## src/rtl/fin_data_demux.sv

```systemverilog
// Serial-to-parallel demux: collects 11 signed words from a valid/ready stream
// into per-channel registers Dout0..Dout10, then pulses done for one cycle.
module fin_data_demux #(
    parameter int DATA_WIDTH = 8,
    parameter int NUM_CH     = 11
) (
    input  logic                         Clk,
    input  logic                         Reset_n,
    input  logic                         start,
    input  logic                         din_valid,
    input  logic signed [DATA_WIDTH-1:0] din,
    output logic                         din_ready,
    output logic [3:0]                   select,
    output logic signed [DATA_WIDTH-1:0] Dout0,
    output logic signed [DATA_WIDTH-1:0] Dout1,
    output logic signed [DATA_WIDTH-1:0] Dout2,
    output logic signed [DATA_WIDTH-1:0] Dout3,
    output logic signed [DATA_WIDTH-1:0] Dout4,
    output logic signed [DATA_WIDTH-1:0] Dout5,
    output logic signed [DATA_WIDTH-1:0] Dout6,
    output logic signed [DATA_WIDTH-1:0] Dout7,
    output logic signed [DATA_WIDTH-1:0] Dout8,
    output logic signed [DATA_WIDTH-1:0] Dout9,
    output logic signed [DATA_WIDTH-1:0] Dout10,
    output logic                         busy,
    output logic                         done
);

    localparam logic [3:0] LAST_SEL = 4'(NUM_CH - 1);

    typedef enum logic [1:0] {
        ST_IDLE    = 2'd0,
        ST_COLLECT = 2'd1,
        ST_DONE    = 2'd2
    } state_t;

    state_t                  state_q, state_d;
    logic [3:0]              select_q, select_d;
    logic [DATA_WIDTH-1:0]   dout_q [NUM_CH];
    logic [DATA_WIDTH-1:0]   dout_d [NUM_CH];
    logic                    transfer;

    always_comb begin
        state_d  = state_q;
        select_d = select_q;
        transfer = 1'b0;
        case (state_q)
            ST_IDLE: begin
                select_d = '0;
                if (start) begin
                    state_d = ST_COLLECT;
                end
            end
            ST_COLLECT: begin
                if (din_valid) begin
                    transfer = 1'b1;
                    if (select_q == LAST_SEL) begin
                        select_d = '0;
                        state_d  = ST_DONE;
                    end else begin
                        select_d = select_q + 4'd1;
                    end
                end
            end
            ST_DONE: begin
                state_d = ST_IDLE;
            end
            default: begin
                state_d  = ST_IDLE;
                select_d = '0;
            end
        endcase
    end

    // Only the channel addressed by select captures din on a transfer.
    for (genvar gi = 0; gi < NUM_CH; gi++) begin : g_chan
        assign dout_d[gi] = (transfer && (select_q == 4'(gi))) ? din : dout_q[gi];
    end

    always_ff @(posedge Clk) begin
        if (!Reset_n) begin
            state_q  <= ST_IDLE;
            select_q <= '0;
            for (int i = 0; i < NUM_CH; i++) begin
                dout_q[i] <= '0;
            end
        end else begin
            state_q  <= state_d;
            select_q <= select_d;
            for (int i = 0; i < NUM_CH; i++) begin
                dout_q[i] <= dout_d[i];
            end
        end
    end

    // Handshake and status are pure state decodes, so no input reaches an output combinationally.
    assign din_ready = (state_q == ST_COLLECT);
    assign busy      = (state_q != ST_IDLE);
    assign done      = (state_q == ST_DONE);
    assign select    = select_q;

    assign Dout0  = dout_q[0];
    assign Dout1  = dout_q[1];
    assign Dout2  = dout_q[2];
    assign Dout3  = dout_q[3];
    assign Dout4  = dout_q[4];
    assign Dout5  = dout_q[5];
    assign Dout6  = dout_q[6];
    assign Dout7  = dout_q[7];
    assign Dout8  = dout_q[8];
    assign Dout9  = dout_q[9];
    assign Dout10 = dout_q[10];

endmodule

```

## config.mk

```make
export PLATFORM = sky130hd
export DESIGN_NAME = fin_data_demux
export DESIGN_NICKNAME = d
export VERILOG_FILES = /design/src/rtl/fin_data_demux.sv
export SDC_FILE = /design/constraint.sdc
export NUM_CORES = 1
export LEC_CHECK = 0
export CAP_MARGIN = 20
export CORE_ASPECT_RATIO = 0.7
export CORE_MARGIN = 5
export CORE_UTILIZATION = 43
export DETAILED_ROUTE_END_ITERATION = 12
export GPL_TIMING_DRIVEN = 0
export PLACE_DENSITY_LB_ADDON = 0.05
export SYNTH_ARGS = -nofsm -noshare
export SYNTH_HDL_FRONTEND = slang
export SYNTH_SLANG_ARGS = --single-unit
```

## constraint.sdc

```tcl
create_clock -name Clk -period 1.45 [get_ports Clk]
set_input_delay 0.435 -clock Clk [delete_from_list [all_inputs] [get_ports Clk]]
set_output_delay 0.435 -clock Clk [all_outputs]
set_load 0.05 [all_outputs]
```

# [Yosys cells after proc, flatten, opt, wreduce, memory -nomap -nowiden]
# Memories as Yosys holds them, arrays and structs flattened.
# Index checks and enable logic that the tools add are counted.
[classes] n_addsub=1 eq_ne=15 muxes=33 bitwise=12 reduce_logical=16
[ops] operator="8-bit two-way mux" n=22
[ops] operator="4-bit by 3-bit equality test with 1-bit output, second input constant" n=4
[ops] operator="4-bit equality test, second input constant" n=3
[ops] operator="1-bit logical AND" n=11
[ops] operator="1-bit bitwise OR" n=11
[ops] operator="4-bit by 2-bit equality test with 1-bit output, second input constant" n=2
[ops] operator="4-bit two-way mux" n=2
[ops] operator="4-bit case mux with 2 select lines" n=1
[ops] operator="2-bit two-way mux" n=3
[ops] operator="4-bit by 1-bit adder with 4-bit output, second input constant" n=1
[ops] operator="4-bit by 1-bit equality test with 1-bit output, second input constant" n=1
[ops] operator="4-bit logical NOT" n=1
[ops] operator="1-bit two-way mux" n=4
[ops] operator="2-bit != test, second input constant" n=2
[ops] operator="2-bit case mux with 2 select lines" n=1
[ops] operator="3-bit AND reduction" n=1
[ops] operator="2-bit by 1-bit equality test with 1-bit output, second input constant" n=1
[ops] operator="2-bit equality test, second input constant" n=1
[ops] operator="2-bit logical NOT" n=1
[ops] operator="2-bit by 1-bit != test with 1-bit output, second input constant" n=1
[ops] operator="2-bit AND reduction" n=1
[ops] operator="2-bit nonzero test" n=1
[ops] operator="1-bit NOT" n=1
[totals] register_bits=6 ramBits=88 output_inout_bits=95 elab_cells=80 memories=1
[mem_list] memory="dout_q" words=11 word_bits=8 rd=11 rd_ports_with_merged_regs=0 wr=11 line="39" rtl="logic [DATA_WIDTH-1:0] dout_q [NUM_CH];"

# [Longest topological paths before layout]
# Gate-level depths: netlist (run 1).
[logic_depth] depth_word=5 ltp_mapped=5 depth_no_buf=3

# [Worst setup path after synthesis (run 1)]
# No wires, ideal clock.
[synth_timing] path_kind="register -> output" from="register state_q[1]" to="output port done" arrival_ns=1.407 required_ns=1.015 slack_ns=-0.392 path_stages_with_launch=3 n_path_buf=1 path_cell_list="dfxtp_1 -> clkbuf_1 -> nor2b_1"
[synth_via] elab_chain_len=1
[synth_rtl] element="start, declared" line="37" rtl="state_t state_q, state_d;"
[synth_rtl] element="start signal, assigned" line="88" rtl="state_q <= state_d;"
[synth_rtl] element="2-bit equality test" line="99" rtl="assign done = (state_q == ST_DONE);"
[synth_rtl] element="end, declared" line="26" rtl="output logic done"
# No other way between the ends.

# [Worst setup path in the final report (run 1)]
[layout_timing] from="register state_q[1]" to="output port busy"
[layout_via] elab_chain_len=1
[layout_rtl] element="2-bit nonzero test" line="98" rtl="assign busy = (state_q != ST_IDLE);"
[layout_rtl] element="end, declared" line="25" rtl="output logic busy,"
# No other way between the ends.

==> reports/metrics.yaml, run 1 <==
grt_max_degree: 15
cts.path.max_buffers: 2
syn_area_per_cell_um2: 10.0
holdPathStages: 2
worst_slew_pin_slew_ns: 0.492
place.gp.congestion: 0.822
wl_met1_um: 4730
critPathRequiredTime_ns: 1.02
slew_headroom: 0.671
powerDensity_mw_per_mm2: 1050
peakVddDrop_mv: 0.580
grt_pass1_wl_um: 16500
final_cell_mix: "buf_2 (91), dfxtp_1 (88), nand2_1 (80)"
synth_area_mm2: 0.00370
rsz0062_at_grt: "yes"
synth_cells: 368
fin_worst_skew_ns: 0.0106
min_from: "dout_q[0][43]"
p_leak_nw: 2.40
path_clk_slew_ns: 0.06
timing.setup.tns_ns: -0.579
fin_cells: 608
totalWireLength_um: 10800
wl_met3_um: 1040
nets: 511
yosysUniqueCellTypes: 35
cp_max_fo: 5
die_h_um: 87.6
yosysSeqAreaShare: 0.509
setup_slack_ns: -0.182
drive_gt1_frac: 0.352
initial_core_util: 0.440
dr_wl_met2_um: 4990
cts_hold_buf: 0
overflow: 0
maxCapViolCount: 0
routed.top_layer: "met4"
place_inst: 578
viasPerCell: 5.25
period_share: 1.13
min_path_type: "flop to flop"
reg2reg_depth: 5
cts_buffers: 9
cts_tree: "yes"
grt_pass1_vias: 3076
cp.arrival_ns: 1.20
drtPass1Iterations: 4
cts_root_buf: "clkbuf_16"
ys_ff_latch: 94
fmax_mhz: 613
antennaDiodeCount: 0
status: "complete, but fails checks"
synth_nets: 380
dp_hpwl_um: 7270
slew_violations: 0
cp-end-kind: "primary output"
antenna_found_initial: 0
vias: 3193
ios: 107
multi_input_area_mm2: 0.00178
io_buffers: 105
r2r-end: "dout_q[0][63]"
holdPathEnd: "dout_q[0][43]"
setup_violations: 12
syn_to_final_growth_pct: 38.3
synth_warnings: 0
rows: 28
post_drt_wl_per_cell_um: 17.7
seqCellArea_mm2: 0.00190
ant_nets: 0
r2r_slack_ns: -0.05
cts_htree_levels: 3
die_x_um: 121
violations: "setup timing"
hold_viol: 0
die_area_mm2: 0.0106
track_usage: 0.203
cts.sinks: 94
worstSkewPairLatency_ns: 0.34
drt_iter0_drc: 158
critPathLaunchType: "flop"
layout_min_cycle_time_ns: 1.63
r2r_start: "state_q[1]"
core-area_mm2: 0.00841
fillers: 737
crit_type: "flop to primary output"
final_common_cell: "buf_2"
drc: 0
## per-stage QoR
stage	total power, W	area, um2	util	worst slack (ns)	hold WS [ns]
3_3_place_gp	0.00299	4930	0.587	-0.786	0.442
3_5_place_dp	0.00299	4930	0.587	-0.790	0.451
5_1_grt	0.00552	5110	0.608	-0.213	0.477
4_1_cts	0.00536	4960	0.589	-0.191	0.457
2_1_floorplan	0.00286	3750	-	-0.103	0.591
6_report	0.00534	5110	0.608	-0.182	0.453
## logic make-up (layout without fill, tap and decap cells)
logic type / count (synthesis) / count (layout) / share of synthesized area
flip-flops: 94 / 94 / 0.509
multiplexers: 72 / 72 / 0.195
AO/OA/AOI/OAI: 41 / 41 / 0.0714
buffers and inverters: 27 / 162 / 0.0339
XOR/XNOR: 1 / 1 / 0.00237
AND/OR/NAND/NOR: 133 / 133 / 0.188
## final cells by class
cell class              count  area share
repair buffers            122       0.157
plain buffers              25      0.0384
multi-input cells         247       0.348
clock inverters             3     0.00857
flip-flops and latches     94       0.372
well taps                 105      0.0257
clock buffers              12      0.0502
## flip-flops by register name, indices dropped and copies added (netlist names)
register	cells
dout_q	88
state_q	2
select	4
## routing by layer
metal / vias to the layer above / global-route usage
met4: 0 / 0.0566
met3: 2 / 0.0755
met2: 128 / 0.315
met5: - / 0
met1: 1532 / 0.268
li1: 1531 / -
## report_power, final
group          switching [W]  total (W)  internal, W
sequential         0.0000125    0.00260      0.00259
combinational       0.000244   0.000379     0.000135
clock               0.000941    0.00236      0.00142
total                0.00120    0.00534      0.00415
## timing repair
item / 4_1_cts / 5_1_grt
cloned: 0 / 2
hold endpoints to repair: 0 / 0
setup buffers: 8 / 7
pin swaps: 4 / 8
gates resized for setup: 517 / 27
endpoints found under the setup margin: 188 / 92
## synthesized netlist by cell type (all sizes together)
master | instances | share of area
and3b | 1 | 0.0024
buf | 12 | 0.019
and3 | 2 | 0.0034
o311a | 1 | 0.0027
nand3b | 1 | 0.0020
or3b | 1 | 0.0024
nand2b | 1 | 0.0017
nand2 | 85 | 0.086
xnor2 | 1 | 0.0024
nand3 | 22 | 0.034
clkbuf | 15 | 0.015
o21ai | 18 | 0.024
nor3 | 2 | 0.0058
a21o | 1 | 0.0020
nand4bb | 3 | 0.014
o22ai | 1 | 0.0017
mux2i | 72 | 0.19
nand4b | 2 | 0.0047
o211ai | 1 | 0.0020
nor2 | 1 | 0.0010
nor4 | 1 | 0.0058
o21a | 2 | 0.0041
dfxtp | 94 | 0.51
nor3b | 3 | 0.0061
a211oi | 1 | 0.0020
nor4b | 1 | 0.0024
nor2b | 3 | 0.0051
and4bb | 3 | 0.010
a21boi | 16 | 0.032
or2 | 1 | 0.0017
## how the worst max path moves through the flow
stage	startpoint	endpoint	slack, ns	depth (start not counted)
final	state_q[1]	busy	-0.18	3
after CTS	state_q[0]	busy	-0.19	3
after detailed placement	state_q[1]	done	-0.79	3
after global placement	state_q[1]	done	-0.79	3
after floorplan	select[2]	dout_q[0][0]	-0.10	4
after global routing	state_q[0]	busy	-0.21	3
## worst max-delay path: stages (launching register included)
cell,delay (ns)
dfxtp_2,0.34
buf_8,0.13
or2_4,0.25
buf_8,0.15
(Power assumes the default switching activity.)
==> run 2: changes to the inputs <==
--- a/config.mk
+++ b/config.mk
@@ -8,7 +8,7 @@
 export CAP_MARGIN = 20
 export CORE_ASPECT_RATIO = 0.7
 export CORE_MARGIN = 5
-export CORE_UTILIZATION = 43
+export CORE_UTILIZATION = 47
 export DETAILED_ROUTE_END_ITERATION = 12
 export GPL_TIMING_DRIVEN = 0
 export PLACE_DENSITY_LB_ADDON = 0.05
==> constraint.sdc (replaced) <==
create_clock -name Clk -period 1.6 [get_ports Clk]
set_input_delay 0.48 -clock Clk [delete_from_list [all_inputs] [get_ports Clk]]
set_output_delay 0.48 -clock Clk [all_outputs]
set_load 0.05 [all_outputs]
==> reports/metrics.yaml, run 2 (synthesis gave the netlist of run 1 again) <==
cp_slowest_cell: "dfxtp_2"
path_clk_slew_ns: 0.07  # about the same
peakVddDrop_mv: 0.630  # +8.8%
cts_htree_levels: 3  # unchanged
die_h_um: 84.2  # -3.9%
cp_max_fo: 6  # +1
core-area_mm2: 0.00777  # -7.6%
layout_min_cycle_time_ns: 1.70
cts_hold_buf: 0  # unchanged
crit_type: "flop to primary output"
status: "complete, but fails checks"
nets: 504  # -1.4%
worst_slew_pin_slew_ns: 0.496  # +0.00477 ns
cts.sinks: 94  # unchanged
cts_buffers: 9  # unchanged
fmax_mhz: 589
violations: "setup timing"
path_buf_inv: 2  # unchanged
io_buffers: 105  # unchanged
grt_pass1_wl_um: 17300  # +4.8%
cp-end-kind: "primary output"
critPathLaunchType: "flop"
antennaDiodeCount: 0  # unchanged
r2r_start: "state_q[1]"
r2r_slack_ns: 0.08  # +0.13 ns
holdPathEnd: "dout_q[0][21]"
overflow: 0  # unchanged
track_usage: 0.230  # +0.0273
final_common_cell: "dfxtp_1"
drc: 0  # unchanged
hold_viol: 0  # unchanged
ios: 107  # unchanged
fillers: 623  # -15%
die_x_um: 116  # -4.0%
drt_iter0_drc: 191  # +21%
drtPass1Iterations: 4  # unchanged
grt_max_degree: 16  # +1
initial_core_util: 0.476  # +0.0361
crit_top_cell: "buf_8"
setup_slack_ns: -0.0986  # +0.0830 ns
syn_to_final_growth_pct: 47.7
cp.arrival_ns: 1.22  # +0.02 ns
critPathRequiredTime_ns: 1.12  # +0.10 ns
rows: 27  # -3.6%
final_cell_mix: "dfxtp_1 (88), nand2_1 (82), clkdlybuf4s15_2 (73)"
setup_violations: 3  # -9
die_area_mm2: 0.00977  # -7.7%
totalWireLength_um: 10800  # -0.31%
post_drt_wl_per_cell_um: 18.0  # +1.5%
timing.hold.ws_ns: 0.456  # +0.00214 ns
cts_root_buf: "clkbuf_16"
reg2reg_depth: 5  # unchanged
crit_family: "flip-flops"
fin_worst_skew_ns: 0.00855  # -0.00206 ns
grt_pass1_vias: 3192  # +3.8%
place.gp.congestion: 0.838  # +1.9%
r2r-end: "dout_q[0][35]"
period_share: 1.06
regMostFlops: "dout_q"
drive_gt1_frac: 0.327  # -0.0253
antenna_found_initial: 0  # unchanged
dp_hpwl_um: 7340  # +1.0%
slew_headroom: 0.669  # -0.00239
rsz0062_at_grt: "yes"
ant_nets: 0  # unchanged
viasPerCell: 5.29  # +0.66%
maxCapViolCount: 0  # unchanged
largest_register_ffs: 88  # unchanged
powerDensity_mw_per_mm2: 917  # -12%
cts_tree: "yes"
min_path_type: "flop to flop"
min_from: "dout_q[0][21]"
vias: 3156  # -1.2%
holdPathStages: 2  # unchanged
cts.path.max_buffers: 2  # unchanged
slew_violations: 0  # unchanged
critical-path-max-stage-delay_ns: 0.34  # about the same
worstSkewPairLatency_ns: 0.34  # about the same
timing.setup.tns_ns: -0.130  # +0.450 ns
p_leak_nw: 2.17  # -9.3%
path_cells: "buf_8 > or2_4 > buf_8"
## run 2: changes by cell type in the layout (fill, tap and decap cells not counted), moves of 5 or more
cell             previous run  this run
clkdlybuf4s15_2             0        73
buf_2                      91        15
clkdlybuf4s18_2             0         9
clkbuf_1                    6        11
clkbuf_2                    8         2
buf_4                      17        10
## run 2: where the power goes
group | switching [W] | leakage, nW | internal (W)
clock | 0.000904 | 0.151 | 0.00141
combinational | 0.000219 | 1.26 | 0.000114
sequential | 0.0000111 | 0.761 | 0.00235
## run 2: area by class of cell
cell class / count / area, um2 / area share
Clock buffer: 10 / 239 / 0.0438
Buffer: 26 / 159 / 0.0291
Sequential cell: 94 / 1890 / 0.346
Multi-Input combinational cell: 247 / 1770 / 0.323
Timing Repair Buffer: 114 / 1190 / 0.219
Clock inverter: 5 / 83.8 / 0.0154
Tap cell: 101 / 126 / 0.0231
## run 2: stage by stage
step,worst slack (ns),instances,total power (W),instance area [um2],utilization
floorplan,-0.0203,368,0.00259,3710,-
global placement,-0.635,574,0.00271,4890,0.629
detailed placement,-0.693,574,0.00271,4890,0.629
CTS,-0.0999,596,0.00501,5480,0.705
global route,-0.125,597,0.00516,5460,0.703
finish,-0.0986,597,0.00501,5460,0.703
## run 2: per-layer routing
layer / routed length (um) / global-route usage
met1: 4890 / 0.314
met2: 4890 / 0.349
met3: 897 / 0.0893
met4: 69 / 0.0464
met5: 0 / 0
## run 2: how the worst max path moves through the flow
stage,start,to,cells after the start
after floorplan,state_q[1],done,2
after global placement,state_q[1],done,3
after detailed placement,state_q[1],done,3
after CTS,state_q[0],busy,3
after global routing,state_q[1],busy,3
final,state_q[1],busy,3
## run 2: timing repair
item                                    4_1_cts  5_1_grt
pin swaps                                     3        4
buffers inserted                              7        2
resized for setup                           324       38
endpoints found under the hold margin         0        0
gates cloned                                  0        0
endpoints found under the setup margin      171       75
## run 2: worst register-to-register path, cell delays in order (launching register included)
cell and delay, ns:
dfxtp_2 0.34, buf_4 0.13, and4bb_2 0.33, clkbuf_4 0.23, nand3_4 0.18, mux2i_1 0.17
==> run 3: changes to the inputs <==
--- a/config.mk
+++ b/config.mk
@@ -5,13 +5,14 @@
 export SDC_FILE = /design/constraint.sdc
 export NUM_CORES = 1
 export LEC_CHECK = 0
+export ABC_CLOCK_PERIOD_IN_PS = 1600
 export CAP_MARGIN = 20
-export CORE_ASPECT_RATIO = 0.7
 export CORE_MARGIN = 5
 export CORE_UTILIZATION = 47
 export DETAILED_ROUTE_END_ITERATION = 12
 export GPL_TIMING_DRIVEN = 0
 export PLACE_DENSITY_LB_ADDON = 0.05
+export SKIP_CTS_REPAIR_TIMING = 1
 export SYNTH_ARGS = -nofsm -noshare
 export SYNTH_HDL_FRONTEND = slang
 export SYNTH_SLANG_ARGS = --single-unit
==> reports/metrics.yaml, run 3 (synthesis gave the netlist of run 1 again) <==
min_from: "dout_q[0][49]"
final_common_cell: "clkbuf_2"
critPathLaunchType: "flop"
die_h_um: 98.7  # +17%
cts_htree_levels: 3  # unchanged
cts_root_buf: "clkbuf_8"
die_area_mm2: 0.00974  # -0.29%
cts.path.max_buffers: 2  # unchanged
layout_min_cycle_time_ns: 1.70  # -0.00197 ns
min_path_type: "flop to flop"
grt_pass1_wl_um: 15800  # -8.9%
initial_core_util: 0.481  # +0.00511
final_area_mm2: 0.00483  # -12%
grt_max_degree: 17  # +1
drive_gt1_frac: 0.325  # -0.00131
regMostFlops: "dout_q"
vias: 3124  # -1.0%
drt_iter0_drc: 138  # -28%
holdPathEnd: "dout_q[0][49]"
totalWireLength_um: 10000  # -6.8%
setup_slack_ns: -0.0967  # +0.00197 ns
cts.sinks: 94  # unchanged
setup_violations: 3  # unchanged
r2r-end: "dout_q[0][19]"
fmax_mhz: 589  # +0.12%
syn_to_final_growth_pct: 30.7
fin_worst_skew_ns: 0.0115  # +0.00299 ns
path_clk_slew_ns: 0.09  # +0.02 ns
maxCapViolCount: 0  # unchanged
reg2reg_depth: 5  # unchanged
antenna_found_initial: 0  # unchanged
place.gp.congestion: 0.801  # -4.3%
r2r_slack_ns: 0.09  # about the same
grt_pass1_vias: 3089  # -3.2%
rsz0062_at_grt: "yes"
status: "complete, but fails checks"
r2r_start: "select[2]"
ant_nets: 0  # unchanged
violations: "setup timing"
viasPerCell: 5.21  # -1.5%
holdPathStages: 2  # unchanged
io_buffers: 105  # unchanged
fin_util: 0.629  # -0.0742
drc: 0  # unchanged
cp-end-kind: "primary output"
hold_viol: 0  # unchanged
cp_max_fo: 10  # +4
post_drt_wl_per_cell_um: 16.7  # -7.3%
cp.arrival_ns: 1.22  # about the same
crit_type: "flop to primary output"
dp_hpwl_um: 7000  # -4.7%
nets: 506  # +0.40%
dpl_cell_area_mm2: 0.00489  # about the same
drtPass1Iterations: 5  # +1
ios: 107  # unchanged
powerDensity_mw_per_mm2: 908  # -0.94%
worst_slew_pin_slew_ns: 0.482  # -0.0144 ns
slew_violations: 0  # unchanged
cts_buffers: 9  # unchanged
largest_register_ffs: 88  # unchanged
antennaDiodeCount: 0  # unchanged
final_cell_mix: "clkbuf_2 (93), dfxtp_1 (88), nand2_1 (81)"
core-area_mm2: 0.00769  # -1.1%
track_usage: 0.205  # -0.0250
peakVddDrop_mv: 0.463  # -27%
die_x_um: 98.7  # -15%
critPathRequiredTime_ns: 1.12  # about the same
slew_headroom: 0.678  # +0.00880
rows: 32  # +19%
period_share: 1.06  # -0.00123
cts_tree: "yes"
overflow: 0  # unchanged
worstSkewPairLatency_ns: 0.35  # about the same
p_leak_nw: 2.20  # +1.1%
-- run 3: worst max-delay path: stages, from the launching register on --
cell	delay, ns
dfxtp_2	0.34
buf_6	0.13
or2_4	0.25
buf_8	0.15
-- run 3: worst max-delay path by stage --
stage               startpoint   end  slack (ns)  cells past startpoint
finish              state_q[1]  busy        -0.1                      3
global route        state_q[1]  busy       -0.15                      3
CTS                 state_q[1]  done       -1.03                      3
detailed placement  state_q[1]  done       -0.63                      3
global placement    state_q[1]  done       -0.65                      3
floorplan           state_q[1]  done       -0.02                      2
-- run 3: metal layers --
| metal | global-route usage | wire (um) | up-vias | part of all wire |
|---|---|---|---|---|
| li1 | - | - | 1517 | - |
| met1 | 0.265 | 4570 | 1502 | 0.46 |
| met2 | 0.328 | 4700 | 92 | 0.47 |
| met3 | 0.0552 | 599 | 13 | 0.060 |
| met4 | 0.0788 | 157 | 0 | 0.016 |
| met5 | 0 | 0 | - | 0 |
-- run 3: power by group --
part	internal, W	switching (W)
sequential	0.00235	0.0000107
combinational	0.000101	0.000211
clock	0.000888	0.000825
-- run 3: stage by stage --
step	cells	setup TNS (ns)	setup WS, ns	hold WS [ns]	power (W)
CTS	590	-47.46	-1.03	0.466	0.00441
global route	600	-0.409	-0.146	0.476	0.00457
finish	600	-0.205	-0.0967	0.463	0.00439
detailed placement	575	-43.50	-0.635	0.446	0.00271
floorplan	368	-0.0203	-0.0203	0.636	0.00259
global placement	575	-41.93	-0.648	0.442	0.00271
-- run 3: final cells by class --
type / count / area [um2]
buffer: 27 / 153
multi-input combinational: 247 / 1760
timing repair buffer: 115 / 683
fill: 695 / 2860
clock buffer: 9 / 124
sequential: 94 / 1890
tap: 102 / 128
clock inverter: 6 / 95.1
